`src/rtl/gpio_io_pkg.sv`:
```
// Shared types and the hex-digit segment table for the board GPIO block.
// Segment patterns are {g,f,e,d,c,b,a}, active-low.
package gpio_io_pkg;

  typedef enum logic {BLANK, DRIVE} scan_state_t;

  localparam logic [6:0] SEG_LUT [16] = '{
    7'h40, 7'h79, 7'h24, 7'h30, 7'h19, 7'h12, 7'h02, 7'h78,
    7'h00, 7'h10, 7'h08, 7'h03, 7'h46, 7'h21, 7'h06, 7'h0E
  };

  function automatic logic [6:0] seg_decode(input logic [3:0] nibble);
    return SEG_LUT[nibble];
  endfunction

endpackage

```
`src/rtl/gpio_io_ctrl_sw_debounce.sv`:
```
// Synchronises the raw switches into the clock domain and only accepts a new
// switch word once it has held still for DEBOUNCE_CYCLES consecutive cycles.
module sw_debounce #(
  parameter int WIDTH           = 18,
  parameter int SYNC_STAGES     = 2,
  parameter int DEBOUNCE_CYCLES = 50000
) (
  input  logic             clk,
  input  logic             rst,
  input  logic [WIDTH-1:0] sw,
  output logic [WIDTH-1:0] stable
);

  localparam int CW = (DEBOUNCE_CYCLES > 2) ? $clog2(DEBOUNCE_CYCLES - 1) : 1;
  localparam logic [CW-1:0] LAST = CW'(DEBOUNCE_CYCLES - 2);

  logic [SYNC_STAGES-1:0][WIDTH-1:0] sync_q;
  logic [WIDTH-1:0]                  sw_s;
  logic [WIDTH-1:0]                  sw_prev;
  logic [CW-1:0]                     count;

  assign sw_s = sync_q[SYNC_STAGES-1];

  always_ff @(posedge clk or negedge rst) begin
    if (!rst) begin
      sync_q <= '0;
    end else begin
      sync_q <= {sync_q[SYNC_STAGES-2:0], sw};
    end
  end

  // The edge where sw_s first differs restarts the count, so accepting at
  // DEBOUNCE_CYCLES-2 means the new word has been seen on DEBOUNCE_CYCLES edges.
  always_ff @(posedge clk or negedge rst) begin
    if (!rst) begin
      sw_prev <= '0;
      stable  <= '0;
      count   <= '0;
    end else begin
      sw_prev <= sw_s;
      if (sw_s != sw_prev) begin
        count <= '0;
      end else if (sw_s != stable) begin
        if (count == LAST) begin
          stable <= sw_s;
          count  <= '0;
        end else begin
          count <= count + CW'(1);
        end
      end else begin
        count <= '0;
      end
    end
  end

endmodule

```
`src/rtl/gpio_io_ctrl.sv`:
```
// Board-side GPIO: debounced switches toward the core, and the core's output
// word shown on LEDs plus an 8-digit multiplexed hex display.
module gpio_io_ctrl
  import gpio_io_pkg::*;
#(
  parameter int SYNC_STAGES     = 2,
  parameter int DEBOUNCE_CYCLES = 50000,
  parameter int REFRESH_CYCLES  = 1000,
  parameter int BLANK_CYCLES    = 50
) (
  input  logic        clk,
  input  logic        rst,
  input  logic [17:0] sw,
  output logic [31:0] gpio_in,
  input  logic [31:0] gpio_out,
  output logic [17:0] led,
  output logic [6:0]  hex_seg,
  output logic [7:0]  hex_sel,
  output logic [7:0]  change_cnt
);

  localparam int TMAX = (REFRESH_CYCLES > BLANK_CYCLES) ? REFRESH_CYCLES : BLANK_CYCLES;
  localparam int TW   = (TMAX > 1) ? $clog2(TMAX) : 1;
  localparam logic [TW-1:0] BLANK_LAST   = TW'(BLANK_CYCLES - 1);
  localparam logic [TW-1:0] REFRESH_LAST = TW'(REFRESH_CYCLES - 1);

  logic [17:0]   sw_stable;
  logic [31:0]   disp;
  scan_state_t   state;
  logic [TW-1:0] timer;
  logic [2:0]    digit;

  sw_debounce #(
    .WIDTH           (18),
    .SYNC_STAGES     (SYNC_STAGES),
    .DEBOUNCE_CYCLES (DEBOUNCE_CYCLES)
  ) u_sw_debounce (
    .clk    (clk),
    .rst    (rst),
    .sw     (sw),
    .stable (sw_stable)
  );

  assign gpio_in = {14'd0, sw_stable};
  assign led     = disp[17:0];

  // Only a real value change counts; the core rewriting the same word is ignored.
  always_ff @(posedge clk or negedge rst) begin
    if (!rst) begin
      disp       <= '0;
      change_cnt <= '0;
    end else if (gpio_out != disp) begin
      disp       <= gpio_out;
      change_cnt <= change_cnt + 8'd1;
    end
  end

  always_ff @(posedge clk or negedge rst) begin
    if (!rst) begin
      state   <= BLANK;
      timer   <= '0;
      digit   <= '0;
      hex_sel <= 8'hFF;
      hex_seg <= 7'h7F;
    end else begin
      case (state)
        BLANK: begin
          hex_sel <= 8'hFF;
          hex_seg <= 7'h7F;
          if (timer == BLANK_LAST) begin
            state <= DRIVE;
            timer <= '0;
          end else begin
            timer <= timer + TW'(1);
          end
        end
        DRIVE: begin
          hex_sel <= ~(8'b1 << digit);
          hex_seg <= seg_decode(disp[{digit, 2'b00} +: 4]);
          if (timer == REFRESH_LAST) begin
            state <= BLANK;
            timer <= '0;
            digit <= digit + 3'd1;
          end else begin
            timer <= timer + TW'(1);
          end
        end
      endcase
    end
  end

endmodule
```
`config.mk`:
```
export PLATFORM = sky130hd
export DESIGN_NAME = gpio_io_ctrl
export DESIGN_NICKNAME = d
export VERILOG_FILES = /design/src/rtl/gpio_io_pkg.sv /design/src/rtl/gpio_io_ctrl_sw_debounce.sv /design/src/rtl/gpio_io_ctrl.sv
export SDC_FILE = /design/constraint.sdc
export NUM_CORES = 1
export LEC_CHECK = 0
export CORE_MARGIN = 5
export CORE_UTILIZATION = 50
export CTS_CLUSTER_SIZE = 12
export DETAILED_ROUTE_END_ITERATION = 10
export GPL_ROUTABILITY_DRIVEN = 0
export PLACE_DENSITY = 0.88
export SLEW_MARGIN = 20
export SYNTH_ARGS = -nofsm -noshare
export SYNTH_HDL_FRONTEND = slang
export SYNTH_HIERARCHICAL = 1
export SYNTH_SLANG_ARGS = --single-unit
```
`constraint.sdc`:
```
create_clock -name clk -period 4.3 [get_ports clk]
set_input_delay 0.43 -clock clk [delete_from_list [all_inputs] [get_ports clk]]
set_output_delay 0.43 -clock clk [all_outputs]
set_load 0.005 [all_outputs]
```
==> impl_metrics.json <==
{
  "synthArstFlopShare_pct": 100,
  "setup.worst_path.start_class": "register",
  "start_util_pct": 50.3,
  "setup_viol": 0,
  "grt_pass1_vias": 4590,
  "synth.avg_cell_area_um2": 12.7,
  "yosys_warnings": 6,
  "cp_num_buf_inv": 2,
  "cp_cell_sequence": "mux4_1 -> mux2i_1 -> inv_1 -> ha_1 -> inv_1 -> mux2i_1 -> nand2_1 -> o311ai_2",
  "synth_most_common_cell": "dfrtp_1",
  "finalPower_w": 0.00322,
  "r2r-start": "digit[0]",
  "cts-resized-gates": 0,
  "clk_latency_ps": 430,
  "synth_edf_count": 0,
  "dr.pass1.iters": 5,
  "numCtsBuffers": 17,
  "cts_setup_buffers": 0,
  "synth_cell_types": 51,
  "fmax_ghz": 0.361,
  "vias": 4144,
  "fillers": 1007,
  "drive_above_1_share_pct": 13.6,
  "synth-seq-cells": 157,
  "yosys-top-cells-count": "dfrtp_1 (142), xnor2_1 (65), nor2_1 (36)",
  "die_h_um": 128,
  "period_share_pct": 64.5,
  "cap_violations": 0,
  "hold_violations": 0,
  "grt_max_degree": 91,
  "setup.worst_path.class": "reg -> reg",
  "crit_start": "digit[0]",
  "layout_min_cycle_time_ps": 2770,
  "grt_pass1_wl_mm": 23.8,
  "seq_area_frac_synth_pct": 57.2,
  "critPathTopFamily": "multiplexers",
  "dieArea_um2": 16300,
  "hold_class": "in -> async",
  "r2r_end": "hex_seg[4]",
  "cp.required_ps": 4620,
  "netlist_instances": 543,
  "wl_per_cell_um": 17.6,
  "p_leak_nw": 3.51,
  "drv_slew": 0,
  "cts_root_buffer": "clkbuf_16",
  "antenna_found_initial": 0,
  "max-vdd-ir-drop_v": 0.000287,
  "ios": 125,
  "yosysTopAreaCellShare_pct": 51.5,
  "tns_ps": 0,
  "r2r_cells": 8,
  "cts.path.max_buffers": 2,
  "ctsHtreeMaxLevel": 4,
  "worst_pin_slew_ps": 1010,
  "cpPeakStageDelay_ps": 650,
  "yosys.area.top_type": "dfrtp_1",
  "via_per_inst": 5.14,
  "grt.total_usage_pct": 18.6,
  "netlist_area_um2": 6910,
  "postCtsHoldBufs": 0,
  "outcome": "complete, no violations",
  "area.growth.synth_to_final_pct": 22.2,
  "dp_hpwl_mm": 10.0,
  "endpoint_kind": "register",
  "ant_nets": 0,
  "wl_mm": 14.2,
  "rsz0062_at_grt": "no",
  "cp_max_fo": 9,
  "synthFlopType": "dfrtp_1",
  "rrSetupSlack_ps": 1530,
  "relSlewSlack_pct": 32.6,
  "core_area_um2": 13700,
  "fin_nets": 682,
  "synth_area_leaders": "dfrtp_1 (51%), xnor2_1 (8.2%), dfstp_2 (5.7%), xor2_1 (4.2%), buf_4 (3.6%)",
  "path_clk_slew_ps": 60,
  "insertedDiodeCount": 0,
  "port_buffers": 110,
  "die_w_um": 128,
  "overflow": 0,
  "crit_slowest_cell": "mux4_1",
  "drt_iter0_drc": 277,
  "cts_tree": "built",
  "cp.arrival_ps": 3100,
  "p_per_area_nw_per_um2": 382,
  "drcViolationCount": 0,
  "rows": 43,
  "finClkSkew_ps": 8.34,
  "clock-sinks": 157
}
## cell type report
class                   instances  area (um2)  area share, %
flip-flops and latches        157        3950           46.8
inverters                      11        41.3          0.489
repair buffers                113        1120           13.3
multi-input cells             313        2520           29.9
clock inverters                14         143           1.69
clock buffers                  18         439           5.20
well taps                     180         225           2.67
## worst max path at each step
| stage | end | slack [ps] | cells past startpoint |
|---|---|---|---|
| floorplan | hex_seg[0] | 2000 | 8 |
| global placement | hex_seg[4] | 1630 | 8 |
| detailed placement | hex_seg[4] | 1500 | 8 |
| CTS | hex_seg[4] | 1470 | 8 |
| global route | hex_seg[4] | 1340 | 8 |
| finish | hex_seg[4] | 1530 | 8 |
## stage by stage
stage / setup slack (ps) / instance area [um2] / std cells / hold slack, ps / util [%]
floorplan: 2000 / 6950 / 556 / 134 / -
global placement: 1630 / 7850 / 773 / 333 / 57.2
detailed placement: 1500 / 7850 / 773 / 336 / 57.2
CTS: 1470 / 8430 / 805 / 94.5 / 61.5
global route: 1340 / 8440 / 806 / 132 / 61.5
finish: 1530 / 8440 / 806 / 68.4 / 61.5
## cells in the final DEF (no fill, tap or decap), drive strengths merged, types with 4 or more instances in the layout
cell	instances
a21oi	4
and2	5
clkbuf	19
clkdlybuf4s50	109
clkinv	7
conb	14
dfrtp	142
dfstp	15
ha	17
inv	14
mux2	21
mux2i	7
mux4	8
nand2	24
nand3	18
nand4	17
nor2	36
nor3	6
nor4	8
o211ai	5
xnor2	65
xor2	33
## power by group
| part | switching [W] | internal (W) |
|---|---|---|
| clock network | 0.000601 | 0.000869 |
| registers | 0.0000358 | 0.00152 |
| logic | 0.0000898 | 0.000105 |
## logic make-up (layout without fill, tap and decap cells)
family / count (synthesis) / after routing / share of synthesized area (%)
fa+ha+maj: 17 / 17 / 3.08
simple gates: 126 / 126 / 9.71
compound gates: 22 / 22 / 2.61
other cells: 1 / 14 / 0.0543
mux: 36 / 36 / 7.86
xor+xnor: 98 / 98 / 12.4
flops: 157 / 157 / 57.2
buf+inv: 86 / 156 / 7.08
## flip-flops by register name (all words and copies together) (netlist names), 3 cells and up
name                   count
disp                      32
u_sw_debounce/sw_s        18
u_sw_debounce/count       16
change_cnt                 8
hex_seg                    7
hex_sel                    8
u_sw_debounce/sync_q      18
u_sw_debounce/sw_prev     18
timer                     10
u_sw_debounce/stable      18
digit                      3
## per-layer routing
| metal | track usage [%] | routed length [um] | vias up |
|---|---|---|---|
| met2 | 32.6 | 7580 | 114 |
| met3 | 5.89 | 717 | 22 |
| met1 | 21.6 | 5660 | 2097 |
| met5 | 0 | 0 | - |
| li1 | - | - | 1911 |
| met4 | 6.31 | 252 | 0 |
No activity file was read; power rests on OpenSTA's default activity.
